[src/rtl/alu_cmd_issuer.sv]
// alu_cmd_issuer
// ---------------------------------------------------------------------------
// Initiator side of a 32-bit combinational ALU interface. Commands (opcode plus
// two operands) arrive on a valid/ready handshake and wait in a small FIFO.
// The head entry drives the external ALU directly from storage registers. Each
// ALU result is captured into a result register that has its own valid/ready
// handshake. Together these turn the combinational ALU into a flow-controlled
// stage that executes one operation per cycle.
//
// Ports:
//   clk        rising-edge clock
//   reset      asynchronous active-low reset
//   cmd_valid  command present          cmd_ready  FIFO can accept this cycle
//   cmd_op     ALU opcode               cmd_a/b    operands A and B
//   alu_A/B    operands to the ALU      alu_op     opcode to the ALU
//   alu_C      combinational ALU result
//   res_valid  result register holds an unconsumed result
//   res_ready  consumer takes the result this cycle
//   res_data   registered ALU result    res_op     opcode that produced it
//   count      FIFO occupancy
//   err        sticky flag, set when an illegal opcode (110/111) executes
// ---------------------------------------------------------------------------
module alu_cmd_issuer #(
   parameter int DEPTH = 4,
   parameter int W     = 32
) (
   input  logic                       clk,
   input  logic                       reset,
   input  logic                       cmd_valid,
   output logic                       cmd_ready,
   input  logic [2:0]                 cmd_op,
   input  logic [W-1:0]               cmd_a,
   input  logic [W-1:0]               cmd_b,
   output logic [W-1:0]               alu_A,
   output logic [W-1:0]               alu_B,
   output logic [2:0]                 alu_op,
   input  logic [W-1:0]               alu_C,
   output logic                       res_valid,
   input  logic                       res_ready,
   output logic [W-1:0]               res_data,
   output logic [2:0]                 res_op,
   output logic [$clog2(DEPTH+1)-1:0] count,
   output logic                       err
);

   localparam int PW = $clog2(DEPTH);
   localparam int CW = $clog2(DEPTH+1);

   logic [2:0]    opMem [DEPTH];
   logic [W-1:0]  aMem  [DEPTH];
   logic [W-1:0]  bMem  [DEPTH];
   logic [PW-1:0] wrPtr;
   logic [PW-1:0] rdPtr;

   logic          push;
   logic          issue;
   logic          notEmpty;
   logic [2:0]    headOp;

   // Handshake decode. cmd_ready depends on occupancy alone, with no bypass,
   // so a push into a full FIFO never happens even when a pop occurs in the
   // same cycle. An issue needs a queued command and a result register that is
   // either empty or being drained in this same cycle.
   assign notEmpty  = (count != '0);
   assign cmd_ready = (count != CW'(DEPTH));
   assign push      = cmd_valid && cmd_ready;
   assign issue     = notEmpty && (!res_valid || res_ready);
   assign headOp    = opMem[rdPtr];

   // The ALU is driven straight from the head storage registers, which keeps
   // its inputs glitch-free. When the FIFO is empty, zeros are presented so the
   // ALU sees a defined, quiet input.
   assign alu_A  = notEmpty ? aMem[rdPtr] : '0;
   assign alu_B  = notEmpty ? bMem[rdPtr] : '0;
   assign alu_op = notEmpty ? headOp      : 3'b000;

   // Command storage. A write only happens on an accepted push. The storage is
   // cleared on reset so the head registers start out in a known state.
   always_ff @(posedge clk or negedge reset) begin
      if (!reset) begin
         for (int i = 0; i < DEPTH; i++) begin
            opMem[i] <= 3'b000;
            aMem[i]  <= '0;
            bMem[i]  <= '0;
         end
      end else if (push) begin
         opMem[wrPtr] <= cmd_op;
         aMem[wrPtr]  <= cmd_a;
         bMem[wrPtr]  <= cmd_b;
      end
   end

   // Pointers and occupancy. The pointers are log2(DEPTH) bits wide and wrap
   // naturally. Full and empty are told apart by count, never by comparing
   // the pointers. A simultaneous push and pop leaves count unchanged.
   always_ff @(posedge clk or negedge reset) begin
      if (!reset) begin
         wrPtr <= '0;
         rdPtr <= '0;
         count <= '0;
      end else begin
         if (push) begin
            wrPtr <= wrPtr + PW'(1);
         end
         if (issue) begin
            rdPtr <= rdPtr + PW'(1);
         end
         case ({push, issue})
            2'b10:   count <= count + CW'(1);
            2'b01:   count <= count - CW'(1);
            default: count <= count;
         endcase
      end
   end

   // Result register. An issue captures the ALU output together with the
   // opcode that produced it. If the result is consumed and no new issue
   // replaces it, only the valid flag drops; the data and opcode hold their
   // last values. err is sticky and is cleared only by reset.
   always_ff @(posedge clk or negedge reset) begin
      if (!reset) begin
         res_valid <= 1'b0;
         res_data  <= '0;
         res_op    <= 3'b000;
         err       <= 1'b0;
      end else begin
         if (issue) begin
            res_valid <= 1'b1;
            res_data  <= alu_C;
            res_op    <= headOp;
            if (headOp[2:1] == 2'b11) begin
               err <= 1'b1;
            end
         end else if (res_valid && res_ready) begin
            res_valid <= 1'b0;
         end
      end
   end

endmodule

[config.mk]
export PLATFORM = sky130hd
export DESIGN_NAME = alu_cmd_issuer
export DESIGN_NICKNAME = d
export VERILOG_FILES = /design/src/rtl/alu_cmd_issuer.sv
export SDC_FILE = /design/constraint.sdc
export NUM_CORES = 1
export LEC_CHECK = 0
export ABC_CLOCK_PERIOD_IN_PS = 1900
export CAP_MARGIN = 20
export CORE_ASPECT_RATIO = 2
export CORE_MARGIN = 10
export CORE_UTILIZATION = 50
export DETAILED_ROUTE_END_ITERATION = 6
export GPL_ROUTABILITY_DRIVEN = 0
export GPL_TIMING_DRIVEN = 0
export PLACE_DENSITY_LB_ADDON = 0.12
export RECOVER_POWER = 25
export REMOVE_ABC_BUFFERS = 1
export SETUP_SLACK_MARGIN = 0.15
export SLEW_MARGIN = 30
export SYNTH_ARGS = -nofsm -noshare
export SYNTH_HDL_FRONTEND = slang
export SYNTH_SLANG_ARGS = --single-unit
[constraint.sdc]
create_clock -name clk -period 1.9 [get_ports clk]
set_input_delay 0.57 -clock clk [delete_from_list [all_inputs] [get_ports clk]]
set_output_delay 0.57 -clock clk [all_outputs]
set_load 0.1 [all_outputs]
==> run metrics <==
Netlist cell types 29; largest net degree at the start of global routing slightly below 90; Fin. Hold Viols 0; Die Y 261 µm; Slew @ Worst Pin 1.48 ns; initial antenna violation count 0; final worst-path cycle share 151%; first-pass GRT wire length 58000 µm; Inserted Diodes 0; HPWL reported at the end of detailed placement a little over 20000 µm; slew margin rel. 1.61%; WL per Instance 26.8 µm; DR iter-0 viols 389; syn avg cell area between 15 and 20 µm²; Worst-Skew Late Latency ~0.55 ns; fin area roughly 21000 µm²; DRT Wirelength 41400 µm; vias in the first global route roughly 9600; Core Area around 29000 µm²; WS Path Type reg -> out; # nets final 1278; total grt overflow 0; # setup viols final 539; CTS H-tree lvls 1; Layout fillers about 1700; io pins 211; DIE AREA 36700 µm²; max-slew violation count 0; Die Wd approximately 140 µm; post-route setup slack -0.978 ns; Area after DPL 16900 µm²; Area growth syn-to-layout 47.6%; yosys warns 0; starting density of the core 50.5%; sequential element share of the synthesized area 53.8%; Pre-antenna DRT Iters 4; GR Util All Layers about a fifth; Post-Syn Area between 10000 and 15000 µm²; CTS Sinks 312; minimum clock period roughly 2.9 ns; Inserted Clock Buffers 28; status finished, violations left; ratio of cells with drive above 1 in the final layout 63.0%; I/O Buffers 210; antenna-violating nets left 0; synthesized instance count approximately 840; data required time of the critical path 1.33 ns; Startpoint Class flip-flop; Setup crit end kind output pin; via count 8623; MaxCap Viol Count 0; CTS tree done; fmax 347 MHz; Async S/R FF share, synth 100%; RSZ-0062 raised after global routing yes; Via density ~5.6; Worst EP arrival about 2.3 ns; Bufs on Longest Clock Path 3; critical path peak fanout 7; Post-synth EDFFs 0; Yosys reg bits 312; skew final roughly 0.013 ns; # rows a little under 90; Worst Hold Class in -> async; clock root buffer clkbuf_16; drt drc 0; Reg clk slew, reported paths 0.07 ns; failing checks setup timing; ys flop type dfrtp_1
[cells by family (layout without fill, tap and decap cells)]
logic type	count (synthesis)	count (layout)	share of synthesized area [%]
AOI/OAI and AO/OA	2	2	0.103
xor gates and xnor gates	6	6	0.362
adders and majority gates	6	6	0.569
buffers and inverters	62	408	4.12
DFF	312	312	53.8
muxes	371	371	37.3
and+or+nand+nor	80	81	3.77
[routing by layer]
metal	global-route usage, %	part of all wire (%)	vias up
li1	-	-	3712
met1	24.2	39	4608
met2	35.7	53	248
met3	3.85	5.3	55
met4	5.93	2.6	0
met5	0	0	-
[cells in the mapped netlist (2+ instances only)]
cell,number,area [µm²]
nand3_4,4,70.1
mux4_2,67,1510
ha_1,5,62.6
buf_1,3,11.3
buf_2,10,50.1
buf_4,14,105
dfrtp_1,312,7810
buf_12,16,320
inv_1,5,18.8
a21o_1,2,15.0
mux2_1,5,56.3
xnor2_1,4,35.0
xor2_1,2,17.5
nand2b_1,2,12.5
and2_1,67,419
clkbuf_1,8,30.0
mux2_2,168,1890
mux2_4,130,1950
buf_6,5,56.3
[cells in the final DEF (no fill, tap or decap), drive strengths merged]
cell             n
fa               1
mux2           303
clkinv           3
nor2             1
clkinvlp         1
ha               5
mux4            67
nand2            2
xnor2            4
dlygate4sd3      1
nand2b           2
a21o             2
inv              8
or3b             1
nand3            5
and2            67
xor2             2
clkbuf          60
dfrtp          312
clkdlybuf4s50  101
mux2i            1
buf            234
or3              2
and3             1
[state kept, by name, summed over array words and instances, names as in the netlist]
name and count:
aMem 128, bMem 128, count 3, err 1
opMem 12, rdPtr 2, res_data 32, res_op 3
res_valid 1, wrPtr 2
[critical path, cell delays in order (launching register included)]
cell and delay [ns]:
dfrtp_4 0.56, buf_6 0.15, buf_12 0.12, buf_16 0.14
mux4_2 0.45, and2_4 0.17, buf_12 0.16
[through the flow]
| stage | util [%] | hold slack [ns] | setup TNS [ns] | setup slack (ns) | instances |
|---|---|---|---|---|---|
| 6_report | 74.6 | 0.380 | -276.89 | -0.978 | 1546 |
| 5_1_grt | 74.6 | 0.476 | -355.23 | -1.01 | 1546 |
| 4_1_cts | 68.8 | -0.0316 | -160.96 | -1.00 | 1495 |
| 3_5_place_dp | 58.6 | 0.448 | -309.14 | -1.57 | 1369 |
| 3_3_place_gp | 57.4 | 0.437 | -4953.28 | -13.46 | 1353 |
| 2_1_floorplan | - | 0.274 | -658.63 | -2.68 | 783 |
[final timing paths]
path | from | endpoint | slack (ns) | cells after the start
setup / recovery | rdPtr[0] | alu_op[0] | -0.98 | 6
hold / removal | reset | aMem[9] | 0.38 | 1
min in group clk | err | err | 0.49 | 1
max in group asynchronous | reset | bMem[13] | -0.58 | 4
hold reg to reg | err | err | 0.49 | 1
setup reg to reg | count[0] | aMem[104] | -0.72 | 13
[what timing repair did]
item	in CTS	in global routing
pin swaps	26	8
buffers inserted	55	32
gates resized for setup	930	265
hold endpoints to repair	65	9
setup endpoints to repair	416	477
cloned	24	18
[layout make-up]
| cell class | count | area [µm²] | area share (%) |
|---|---|---|---|
| flip-flops and latches | 312 | 7820 | 36.5 |
| multi-input cells | 466 | 6820 | 31.8 |
| repair buffers | 352 | 5350 | 25.0 |
| clock buffers | 44 | 902 | 4.21 |
| well taps | 360 | 450 | 2.10 |
| inverters | 6 | 38.8 | 0.181 |
| repair inverters | 3 | 33.8 | 0.158 |
| clock inverters | 3 | 17.5 | 0.0817 |
Power is left out: the tool's default activity adds up to more than one toggle a clock period on the data nets, which glitch-free logic cannot reach.
==> patch (config.mk and constraints unchanged) <==
Change the parameter `W` from 32 to 28.
--- a/src/rtl/alu_cmd_issuer.sv
+++ b/src/rtl/alu_cmd_issuer.sv
@@ -22,7 +22,7 @@
 // ---------------------------------------------------------------------------
 module alu_cmd_issuer #(
    parameter int DEPTH = 4,
-   parameter int W     = 32
+   parameter int W     = 28
 ) (
    input  logic                       clk,
    input  logic                       reset,
Interface: changed (6 resized); port bits go from 211 to 187. No check against the original RTL was run, so the function may have changed too.
==> patch against the original RTL <==
  * The flow still finishes with violations (setup timing)
  * Global-route usage is 1.6 points higher
  * Area after synthesis is 14% lower
  * Wire length is 2.5% lower
  * Register-to-register slack worse by 110 ps
  * Sequential cell count is 36 lower
  * Final area is 14% lower
  * Worst setup slack better by 23 ps
  * Hold slack better by 130 ps
  * Critical path type unchanged
  * Critical endpoint is now alu_A[7]
  * Largest cell class unchanged
Power is left out: the tool's default activity adds up to more than one toggle a clock period on the data nets, which glitch-free logic cannot reach.
==> patch: results (changes against the original RTL) <==
Min path
  • Worst min-delay path category: flip-flop to flip-flop

Clocking
  • Total clock buffers created by CTS: 25 (-11%)
  • Master cell of the clock root buffer: clkbuf_16
  • H-tree levels: 1 (unchanged)
  • Longest Clk Path Bufs: 3 (unchanged)
  • Latest clock arrival within the worst-skew pair: 550 ps (about the same)
  • Clock-pin slew reported for the worst setup and hold paths after clock tree synthesis: 70 ps (about the same)

Finish
  • Largest regs: aMem: 112 flops, bMem: 112 flops, res_data: 28 flops
  • Layout net count: 1126 (-12%)
  • Fraction of layout cells with a size suffix above 1: 0.577 (-0.0527)

Synth
  • Yosys warnings: 0 (unchanged)
  • Compound-Gate Fraction of Synth Area: 0.00120 (+0.000171)
  • Post-Synth XOR/XNOR Area: 0.00422 (+0.000598)
  • Sequential area share after synthesis: 0.554 (+0.0165)
  • Mux contribution to synthesized area: 0.361 (-0.0125)
  • Top cells by area in the synthesized netlist: dfrtp_1 55%, mux2_2 19%, mux4_2 11%, mux2_4 4.8%, and2_1 3.0%
  • Post-synth top cells: 276 x dfrtp_1, 205 x mux2_2, 59 x and2_1, 59 x mux4_2, 40 x mux2_4
  • Post-Synth Adder-Cell Area: 0.00663 (+0.000939)

Status
  • Violations in the final reports: setup timing
  • Status: complete, but fails checks

STA
  • Setup Skew: 14.7 ps (+2.00 ps)
  • Final setup violation count: 468 (-13%)
  • Number of endpoints with negative hold slack in the final report: 0 (unchanged)
  • Slew at the pin closest to its max-slew limit: 1050 ps (-423 ps)
  • Least setup slack across all paths after layout: -955 ps (+23.3 ps)

GRT
  • First-pass GRT wire length: 53.9 mm (-7.0%)
  • Vias in the first global route: 8847 (-7.8%)
  • Initial antenna violation count: 2 (+2)
  • Maximum number of pins on one net before global-route repair: 100 (+14%)
  • Total global-route track usage: 0.217 (+0.0161)

Drt
  • Final wirelength: 40.3 mm (-2.5%)
  • Detailed-router iteration count before antenna repair: 4 (unchanged)
  • Vias per cell: 5.76 (+3.3%)
  • Starting DRC count in detailed routing: 458 (+18%)

Place
  • Instance area at placement: 0.0147 sq mm (-13%)
  • Buffers added on ports: 186 (-11%)
  • Sum of net half-perimeters after detailed placement: 19.8 mm (-3.6%)

Worst setup path
  • Largest fanout on the critical path: 5 (-2)
  • Highest cell delay on the worst timing path: 510 ps (-50 ps)
  • Family with the most delay on the worst path: buffers and inverters
  • Max stage delay cell, worst path: dfrtp_4
  • CP Data Arrival Time: 2280 ps (-30 ps)
[patch: worst paths after layout]
check / startpoint / endpoint / slack, ps / depth (start not counted)
min in group asynchronous: reset / aMem[43] / 760 / 2
hold / removal: aMem[86] / aMem[86] / 510 / 1
max in group asynchronous: reset / aMem[55] / -200 / 4
setup / recovery: rdPtr[0] / alu_A[7] / -950 / 6
hold reg to reg: aMem[86] / aMem[86] / 510 / 1
setup reg to reg: count[1] / count[2] / -830 / 13
[patch: through the flow]
step	cells	setup slack, ps	setup TNS, ps	hold WS [ps]
after CTS	1329	-934	-142050	498
after global placement	1213	-10120	-3345430	450
final	1377	-955	-223960	509
after global routing	1377	-976	-272030	521
after floorplan	695	-2370	-517300	274
after detailed placement	1226	-1420	-236560	475
[patch: layout make-up]
class,count,area (sq um)
diodes,2,5.00
multi-input cells,415,6000
flip-flops and latches,276,6910
repair buffers,304,4270
well taps,332,415
fillers,1429,6080
inverters,6,35.0
repair inverters,1,8.76
clock inverters,5,53.8
clock buffers,36,747
[patch: layer usage]
layer,vias up,track usage,routed length (um)
met5,-,0,0
met1,4267,0.236,14700
met2,320,0.406,22200
met3,81,0.0400,2050
li1,3262,-,-
met4,0,0.0825,1450
[patch: worst reg2reg max path, delay by kind of cell, from the launching register on]
family                   cells  cell delay (ps)
adder cells (fa/ha/maj)      2              550
flip-flops                   1              400
buffers and inverters        6              650
XOR/XNOR                     2              380
AND/OR/NAND/NOR              3              680
[patch: repair_timing]
item                                    in CTS  in global routing
cloned                                      18                 11
endpoints found under the setup margin     367                455
setup buffers                               43                 36
hold endpoints to repair                    40                  0
pin swaps                                   26                  5
hold buffers                                 1                  0
resized for setup                          827                219
